## config.mk

```make
export PLATFORM = sky130hd
export DESIGN_NAME = pc_next_unit_flat
export DESIGN_NICKNAME = d
export VERILOG_FILES = /design/src/rtl/pc_next_unit_if.sv /design/src/rtl/pc_next_unit.sv /design/src/flat_wrapper.sv
export SDC_FILE = /design/constraint.sdc
export NUM_CORES = 1
export LEC_CHECK = 0
export ABC_AREA = 1
export BUFFER_PORTS_ARGS = -buffer_cell sky130_fd_sc_hd__clkbuf_2
export CORE_UTILIZATION = 50
export DETAILED_ROUTE_END_ITERATION = 10
export GPL_TIMING_DRIVEN = 0
export PLACE_DENSITY = 0.72
export SLEW_MARGIN = 20
export SYNTH_ARGS = -nofsm -noshare
export SYNTH_HDL_FRONTEND = slang
export SYNTH_SLANG_ARGS = --single-unit
```

## constraint.sdc

```tcl
create_clock -name clock -period 6.3 [get_ports clock]
set_input_delay 0.945 -clock clock [delete_from_list [all_inputs] [get_ports clock]]
set_output_delay 0.945 -clock clock [all_outputs]
set_load 0.005 [all_outputs]
```

## src/rtl/pc_next_unit_if.sv

```systemverilog
// Fetch-loop bundle between the PC/decoder side (master) and the next-address unit (slave).
interface pc_next_unit_if #(
   parameter int AW = 8,
   parameter int DW = 3
);
   logic [AW-1:0] pc_current;
   logic [2:0]    op;
   logic          cond;
   logic [AW-1:0] offset;
   logic [AW-1:0] target;
   logic          stall;
   logic [AW-1:0] pc_next;
   logic          halted;
   logic          fault;
   logic          overflow;
   logic          underflow;
   logic [DW-1:0] depth;

   modport master (
      output pc_current, op, cond, offset, target, stall,
      input  pc_next, halted, fault, overflow, underflow, depth
   );

   modport slave (
      input  pc_current, op, cond, offset, target, stall,
      output pc_next, halted, fault, overflow, underflow, depth
   );
endinterface

```

## src/rtl/pc_next_unit.sv

```systemverilog
// Next-PC generator with return-address stack and RUN/HALT/FAULT control.
// pc_next is zero-latency from inputs; stall freezes everything and holds the PC.
module pc_next_unit #(
   parameter int AW    = 8,
   parameter int DEPTH = 4,
   parameter int DW    = 3
) (
   input logic           clock,
   input logic           reset_n,
   pc_next_unit_if.slave bus
);
   localparam int IW = (DEPTH > 1) ? $clog2(DEPTH) : 1;

   localparam logic [2:0] OP_SEQ  = 3'd0;
   localparam logic [2:0] OP_BRZ  = 3'd1;
   localparam logic [2:0] OP_JMP  = 3'd2;
   localparam logic [2:0] OP_CALL = 3'd3;
   localparam logic [2:0] OP_RET  = 3'd4;
   localparam logic [2:0] OP_HALT = 3'd5;

   typedef enum logic [1:0] {
      ST_RUN   = 2'd0,
      ST_HALT  = 2'd1,
      ST_FAULT = 2'd2
   } state_t;

   state_t        r_state;
   state_t        w_state_nxt;
   logic [AW-1:0] r_stack [DEPTH];
   logic [DW-1:0] r_depth;
   logic          r_ovf;
   logic          r_unf;

   logic [AW-1:0] w_seq;
   logic [AW-1:0] w_brz;
   logic [AW-1:0] w_top;
   logic [AW-1:0] w_pc_next;
   logic [IW-1:0] w_push_idx;
   logic [IW-1:0] w_top_idx;
   logic          w_full;
   logic          w_empty;
   logic          w_push;
   logic          w_pop;
   logic          w_set_ovf;
   logic          w_set_unf;

   assign w_seq      = bus.pc_current + AW'(1);
   assign w_brz      = w_seq + bus.offset;
   assign w_full     = (r_depth == DW'(DEPTH));
   assign w_empty    = (r_depth == '0);
   assign w_push_idx = IW'(r_depth);
   assign w_top_idx  = IW'(r_depth - DW'(1));
   assign w_top      = r_stack[w_top_idx];

   // Default holds the PC: covers stall, HALT, FAULT and both stack faults.
   always_comb begin
      w_pc_next   = bus.pc_current;
      w_state_nxt = r_state;
      w_push      = 1'b0;
      w_pop       = 1'b0;
      w_set_ovf   = 1'b0;
      w_set_unf   = 1'b0;
      if (r_state == ST_RUN && !bus.stall) begin
         case (bus.op)
            OP_SEQ:  w_pc_next = w_seq;
            OP_BRZ:  w_pc_next = bus.cond ? w_brz : w_seq;
            OP_JMP:  w_pc_next = bus.target;
            OP_CALL: begin
               if (!w_full) begin
                  w_pc_next = bus.target;
                  w_push    = 1'b1;
               end else begin
                  w_state_nxt = ST_FAULT;
                  w_set_ovf   = 1'b1;
               end
            end
            OP_RET: begin
               if (!w_empty) begin
                  w_pc_next = w_top;
                  w_pop     = 1'b1;
               end else begin
                  w_state_nxt = ST_FAULT;
                  w_set_unf   = 1'b1;
               end
            end
            OP_HALT: w_state_nxt = ST_HALT;
            default: w_pc_next = w_seq;
         endcase
      end
   end

   always_ff @(posedge clock or negedge reset_n) begin
      if (!reset_n) r_state <= ST_RUN;
      else          r_state <= w_state_nxt;
   end

   always_ff @(posedge clock or negedge reset_n) begin
      if (!reset_n) begin
         for (int i = 0; i < DEPTH; i++) r_stack[i] <= '0;
         r_depth <= '0;
         r_ovf   <= 1'b0;
         r_unf   <= 1'b0;
      end else begin
         if (w_push) begin
            r_stack[w_push_idx] <= w_seq;
            r_depth             <= r_depth + DW'(1);
         end else if (w_pop) begin
            r_depth <= r_depth - DW'(1);
         end
         if (w_set_ovf) r_ovf <= 1'b1;
         if (w_set_unf) r_unf <= 1'b1;
      end
   end

   assign bus.pc_next   = reset_n ? w_pc_next : '0;
   assign bus.halted    = (r_state == ST_HALT);
   assign bus.fault     = (r_state == ST_FAULT);
   assign bus.overflow  = r_ovf;
   assign bus.underflow = r_unf;
   assign bus.depth     = r_depth;
endmodule

```

## src/flat_wrapper.sv

```systemverilog
// flat-port wrapper written by rule: the top's interface ports become plain ports
module pc_next_unit_flat 
#(
   parameter int AW    = 8,
   parameter int DEPTH = 4,
   parameter int DW    = 3
)
  (clock, reset_n, bus_pc_current, bus_op, bus_cond, bus_offset, bus_target, bus_stall, bus_pc_next, bus_halted, bus_fault, bus_overflow, bus_underflow, bus_depth);
  pc_next_unit_if #(.AW(AW), .DW(DW)) bus_i ();
  input logic clock;
  input logic reset_n;
  input wire logic [$bits(bus_i.pc_current)-1:0] bus_pc_current;
  input wire logic [$bits(bus_i.op)-1:0] bus_op;
  input wire logic [$bits(bus_i.cond)-1:0] bus_cond;
  input wire logic [$bits(bus_i.offset)-1:0] bus_offset;
  input wire logic [$bits(bus_i.target)-1:0] bus_target;
  input wire logic [$bits(bus_i.stall)-1:0] bus_stall;
  output wire logic [$bits(bus_i.pc_next)-1:0] bus_pc_next;
  output wire logic [$bits(bus_i.halted)-1:0] bus_halted;
  output wire logic [$bits(bus_i.fault)-1:0] bus_fault;
  output wire logic [$bits(bus_i.overflow)-1:0] bus_overflow;
  output wire logic [$bits(bus_i.underflow)-1:0] bus_underflow;
  output wire logic [$bits(bus_i.depth)-1:0] bus_depth;
  assign bus_i.pc_current = bus_pc_current;
  assign bus_i.op = bus_op;
  assign bus_i.cond = bus_cond;
  assign bus_i.offset = bus_offset;
  assign bus_i.target = bus_target;
  assign bus_i.stall = bus_stall;
  assign bus_pc_next = bus_i.pc_next;
  assign bus_halted = bus_i.halted;
  assign bus_fault = bus_i.fault;
  assign bus_overflow = bus_i.overflow;
  assign bus_underflow = bus_i.underflow;
  assign bus_depth = bus_i.depth;
  pc_next_unit #(.AW(AW), .DEPTH(DEPTH), .DW(DW)) u_core (.clock(clock), .reset_n(reset_n), .bus(bus_i));
endmodule
```

Word level (Yosys, flattened, before mapping)
Index checks and enable logic that the tools add are counted.
Storage, ports and cells
  register bits after elaboration: 39
  bits of input ports: 31
  output and inout port bits: 15
  logic and storage cells: 64
Operators by class
  $add $sub $neg: 4
  order comparisons: 3
  equality and inequality tests: 10
  muxes and demuxes: 29
  bitwise logic cells: 2
  reduce and logical (&&, ||, !) cells: 8
Operator list (count)
  $mux 8: 8
  $pmux 8 s5: 1
  $bwmux 32: 1
  $bmux 8 s2: 1
  $demux 8 s2: 1
  $mux 1: 12
  $eq 3x3->1 const B: 3
  $add 8x1->8 const B: 1
  $add 8x8->8: 1
  $eq 3x2->1 const B: 2
  $ge 3x3->1 const B: 2
  $mux 3: 2
  $not 2->3: 2
  $pmux 2 s3: 1
  $mux 2: 2
  $ne 2x1->1 const B: 2
  $reduce_and 4->1: 1
  $add 3x1->3 const B: 1
  $eq 3x1->1 const B: 1
  $logic_not 3->1: 1
  $lt 3x1->1 const B: 1
  $reduce_bool 3->1: 1
  $sub 3x1->3 const B: 1
  $eq 2x1->1 const B: 1
  5 further kinds: 6

Logic depth before layout (Yosys ltp)
  depth in word-level cells: 9
  depth in mapped cells: 18
  mapped depth without buffers: 18

Worst setup path before layout
OpenSTA, ideal clock, no wires.
  kind: input-to-output
  start: input bus_pc_current[0]
  end: output bus_pc_next[7]
  data arrival time: 2.860 ns
  required time: 5.355 ns
  setup slack: 2.495 ns
  cell stages on the path: 14
  buffers on the path: 0
  cell sequence: ha_1 > xnor2_1 > inv_1 > ha_1 > or2_2 > nand2_1 > nor2_1 > nor2_1 > nand3_1 > nand3_1 > nand2_1 > nand2_1 > nand2_1 > a21oi_1
Between the ends
  cells in the longest elaborated chain, start to end: 6
Ends and longest elaborated chain
  start: declaration: line flat_wrapper.sv:12  | input wire logic [$bits(bus_i.pc_current)-1:0] bus_pc_current;
  $add 8x1->8: line pc_next_unit.sv:47  | assign w_seq = bus.pc_current + AW'(1);
  net u_core.w_seq[2]: line pc_next_unit.sv:34  | logic [AW-1:0] w_seq;
  $add 8x8->8: line pc_next_unit.sv:48  | assign w_brz = w_seq + bus.offset;
  $mux 8: line pc_next_unit.sv:66  | OP_BRZ: w_pc_next = bus.cond ? w_brz : w_seq;
  $pmux 8 s5: line pc_next_unit.sv:64  | case (bus.op)
  $mux 8: line pc_next_unit.sv:63  | if (r_state == ST_RUN && !bus.stall) begin
  $mux 8: line pc_next_unit.sv:115  | assign bus.pc_next = reset_n ? w_pc_next : '0;
  end: declaration: line flat_wrapper.sv:18  | output wire logic [$bits(bus_i.pc_next)-1:0] bus_pc_next;
The timed path passes the listed nets, and every way through them passes these cells.

Worst setup path after layout
Same ends and word-level chain as after synthesis.

==> flow_summary.yaml <==
drt:
  vias: 2804
  wl_per_cell_um: 14.2
  wl_um: 7450
  drc: 0
  via_per_inst: 5.36
  firstDrtPassIters: 5
  drt_iter0_drc: 213
  final_antenna_net_count: 0
floorplan:
  core_mm2: 0.00551
  die_y_um: 77.6
  die-area_mm2: 0.00601
  num_rows: 27
  start_util_pct: 51.8
  die_x_um: 77.6
  pin_count: 46
sta:
  max_slew_margin_pct: 48.4
  drv_slew: 0
  max_freq_ghz: 0.217
  tightest_slew_ns: 0.770
  worst_clock_skew_ns: 0.00748
  timing.final.crit_share_pct: 73.1
  setup-tns-final_ns: 0
  setup_violations: 0
  timing.final.ws_setup_ns: 1.69
  finalHoldViolCount: 0
  rsz0062_at_grt: "false"
  timing.hold.ws_ns: 0.472
  min_period_ns: 4.61
synthesis:
  synthCells: 398
  synth_edf_count: 0
  yosysUniqueCellTypes: 40
  syn-cell-area_mm2: 0.00285
  synth_flop_cell: "dfrtp_1"
  postSynthAreaPerCell_um2: 7.17
  yosysSeqAreaShare_pct: 34.2
  yosys_register_bits: 39
  ys_async_sr_fraction_pct: 100
  syn-num-nets: 445
  yosysWarnings: 0
global_route:
  grt_pass1_vias: 2716
  grtUsageTotal_pct: 27.5
  antenna_found_initial: 0
  grt_pass1_wl_um: 13000
  grt_max_degree: 47
  grt_overflow: 0
power_and_ir_drop:
  ir_worst_vdd_v: 0.000101
  power_density_mw_per_mm2: 177
  cellLeakagePower_nw: 1.74
  power_uw: 580
placement:
  dp_slack_ns: 1.71
  dp_hpwl_um: 5730
  io_buffers: 45
  dp.cells: 515
  gp_congestion: 0.924
clocking:
  cts_buffers: 5
  cts_sinks: 39
  cts_tree: "done"
  cts_hold_repair.buffers: 0
  post_cts_buffers: 0
  insertion_delay_ns: 0.29
  clkTransAtPathRegs_ns: 0.08
  clockBufferDepth: 2
  cts-resized-gates: 0
  cts.htree.levels: 2
  root_buffer: "clkbuf_8"
worst_setup_path:
  rr_worst_depth: 11
  crit_path_max_fanout: 10
  cp-start-kind: "primary input"
  critPathKind: "primary input to output pin"
  worstPathRequired_ns: 5.35
  endpoint: "bus_pc_next[7]"
  r2r-start: "u_core.bus.depth[0]"
  cp-end-kind: "output pin"
  r2r-end: "u_core.r_stack[26]"
  arrival_ns: 3.66
  worstSetupStartpoint: "bus_pc_current[0]"
  r2r_slack_ns: 3.82
hold_path:
  min_from: "u_core.bus.overflow"
  holdCritPathClass: "flop to flop"
finish:
  fin_nets: 497
  drive_above_1_share_pct: 18.2
  syn_to_final_growth_pct: 15.2
  fillers: 525
  finalNonFillerCells: 523
  diodes: 0
run:
  cap_viol_max_count: 0
status:
  run_status: "completed"
-- state kept, by name, summed over array words and instances (netlist names) --
signal,count
u_core.r_stack,32
u_core.bus.overflow,1
u_core.bus.depth,3
u_core.r_state,2
u_core.bus.underflow,1
-- logic make-up after synthesis --
| group | count (synthesis) | share of synthesized area (%) |
|---|---|---|
| xor gates and xnor gates | 9 | 2.76 |
| AOI/OAI and AO/OA | 86 | 17.9 |
| and+or+nand+nor | 189 | 28.5 |
| buffers and inverters | 58 | 9.03 |
| muxes | 1 | 0.351 |
| DFF | 39 | 34.2 |
| adders and majority gates | 16 | 7.28 |
-- synth_stat cells, types with 8 or more instances --
cell type / instances / area, µm²
inv_1: 45 / 169
nand3_1: 33 / 165
xor2_1: 8 / 70.1
nor2_1: 16 / 60.1
a21oi_1: 22 / 110
o21ai_0: 24 / 120
o21ai_2: 8 / 70.1
dfrtp_1: 39 / 976
nand2_1: 124 / 465
o21ai_1: 14 / 70.1
ha_1: 15 / 188
-- final cells by class --
cell class	count	area (µm²)	share of cell area [%]
plain buffers	11	81.3	2.47
clock buffers	5	68.8	2.09
clock inverters	3	46.3	1.41
inverters	47	176	5.37
multi-input cells	301	1620	49.3
flip-flops and latches	39	976	29.7
well taps	72	90.1	2.74
repair buffers	45	228	6.93
-- metrics by stage --
step                      util [%]  area, µm²
after global routing          59.7       3290
after CTS                     59.6       3280
after floorplan                  -       2850
after global placement        57.6       3170
final                         59.7       3290
after detailed placement      57.6       3170
-- per-layer routing --
metal / part of all wire [%] / up-vias / wire length, µm / global-route usage (%)
met5: 0 / - / 0 / 0
met4: 0.32 / 0 / 24 / 6.04
met3: 6.1 / 4 / 456 / 4.71
met2: 48 / 99 / 3550 / 45.7
met1: 46 / 1294 / 3420 / 37.3
li1: - / 1407 / - / -
-- power breakdown --
group	switching [mW]	internal (mW)	leakage (nW)
sequential	0.000827	0.251	0.513
combinational	0.0723	0.0388	1.17
clock	0.0983	0.119	0.0548
total	0.171	0.409	1.74
-- worst max-delay path, cell delays in order --
cell,delay (ns)
clkbuf_2,0.19
ha_1,0.25
xnor2_1,0.49
inv_1,0.14
ha_1,0.36
or2_2,0.32
nand2_1,0.10
nor2_1,0.05
nor2_1,0.18
nand3_1,0.11
nand3_1,0.09
nand2_1,0.06
nand2_1,0.05
nand2_1,0.05
a21oi_1,0.15
clkbuf_2,0.14
-- how the worst min path moves through the flow --
stage                           to  slack [ns]  depth (start not counted)
6_report       u_core.bus.overflow        0.47                          1
4_1_cts        u_core.bus.overflow        0.48                          1
5_1_grt        u_core.bus.overflow        0.50                          1
2_1_floorplan   u_core.r_stack[11]        0.45                          2
3_3_place_gp   u_core.bus.overflow        0.45                          1
3_5_place_dp   u_core.bus.overflow        0.46                          1
-- cell usage in the layout (no fill, tap or decap), types with 8 or more instances in the layout --
cell type    n
nand2_1    124
inv_1       45
clkbuf_2    44
dfrtp_1     39
nand3_1     33
o21ai_0     24
a21oi_1     22
nor2_1      16
ha_1        15
o21ai_1     14
xor2_1       8
o21ai_2      8
Note: power is estimated with default switching activity, not from simulation.
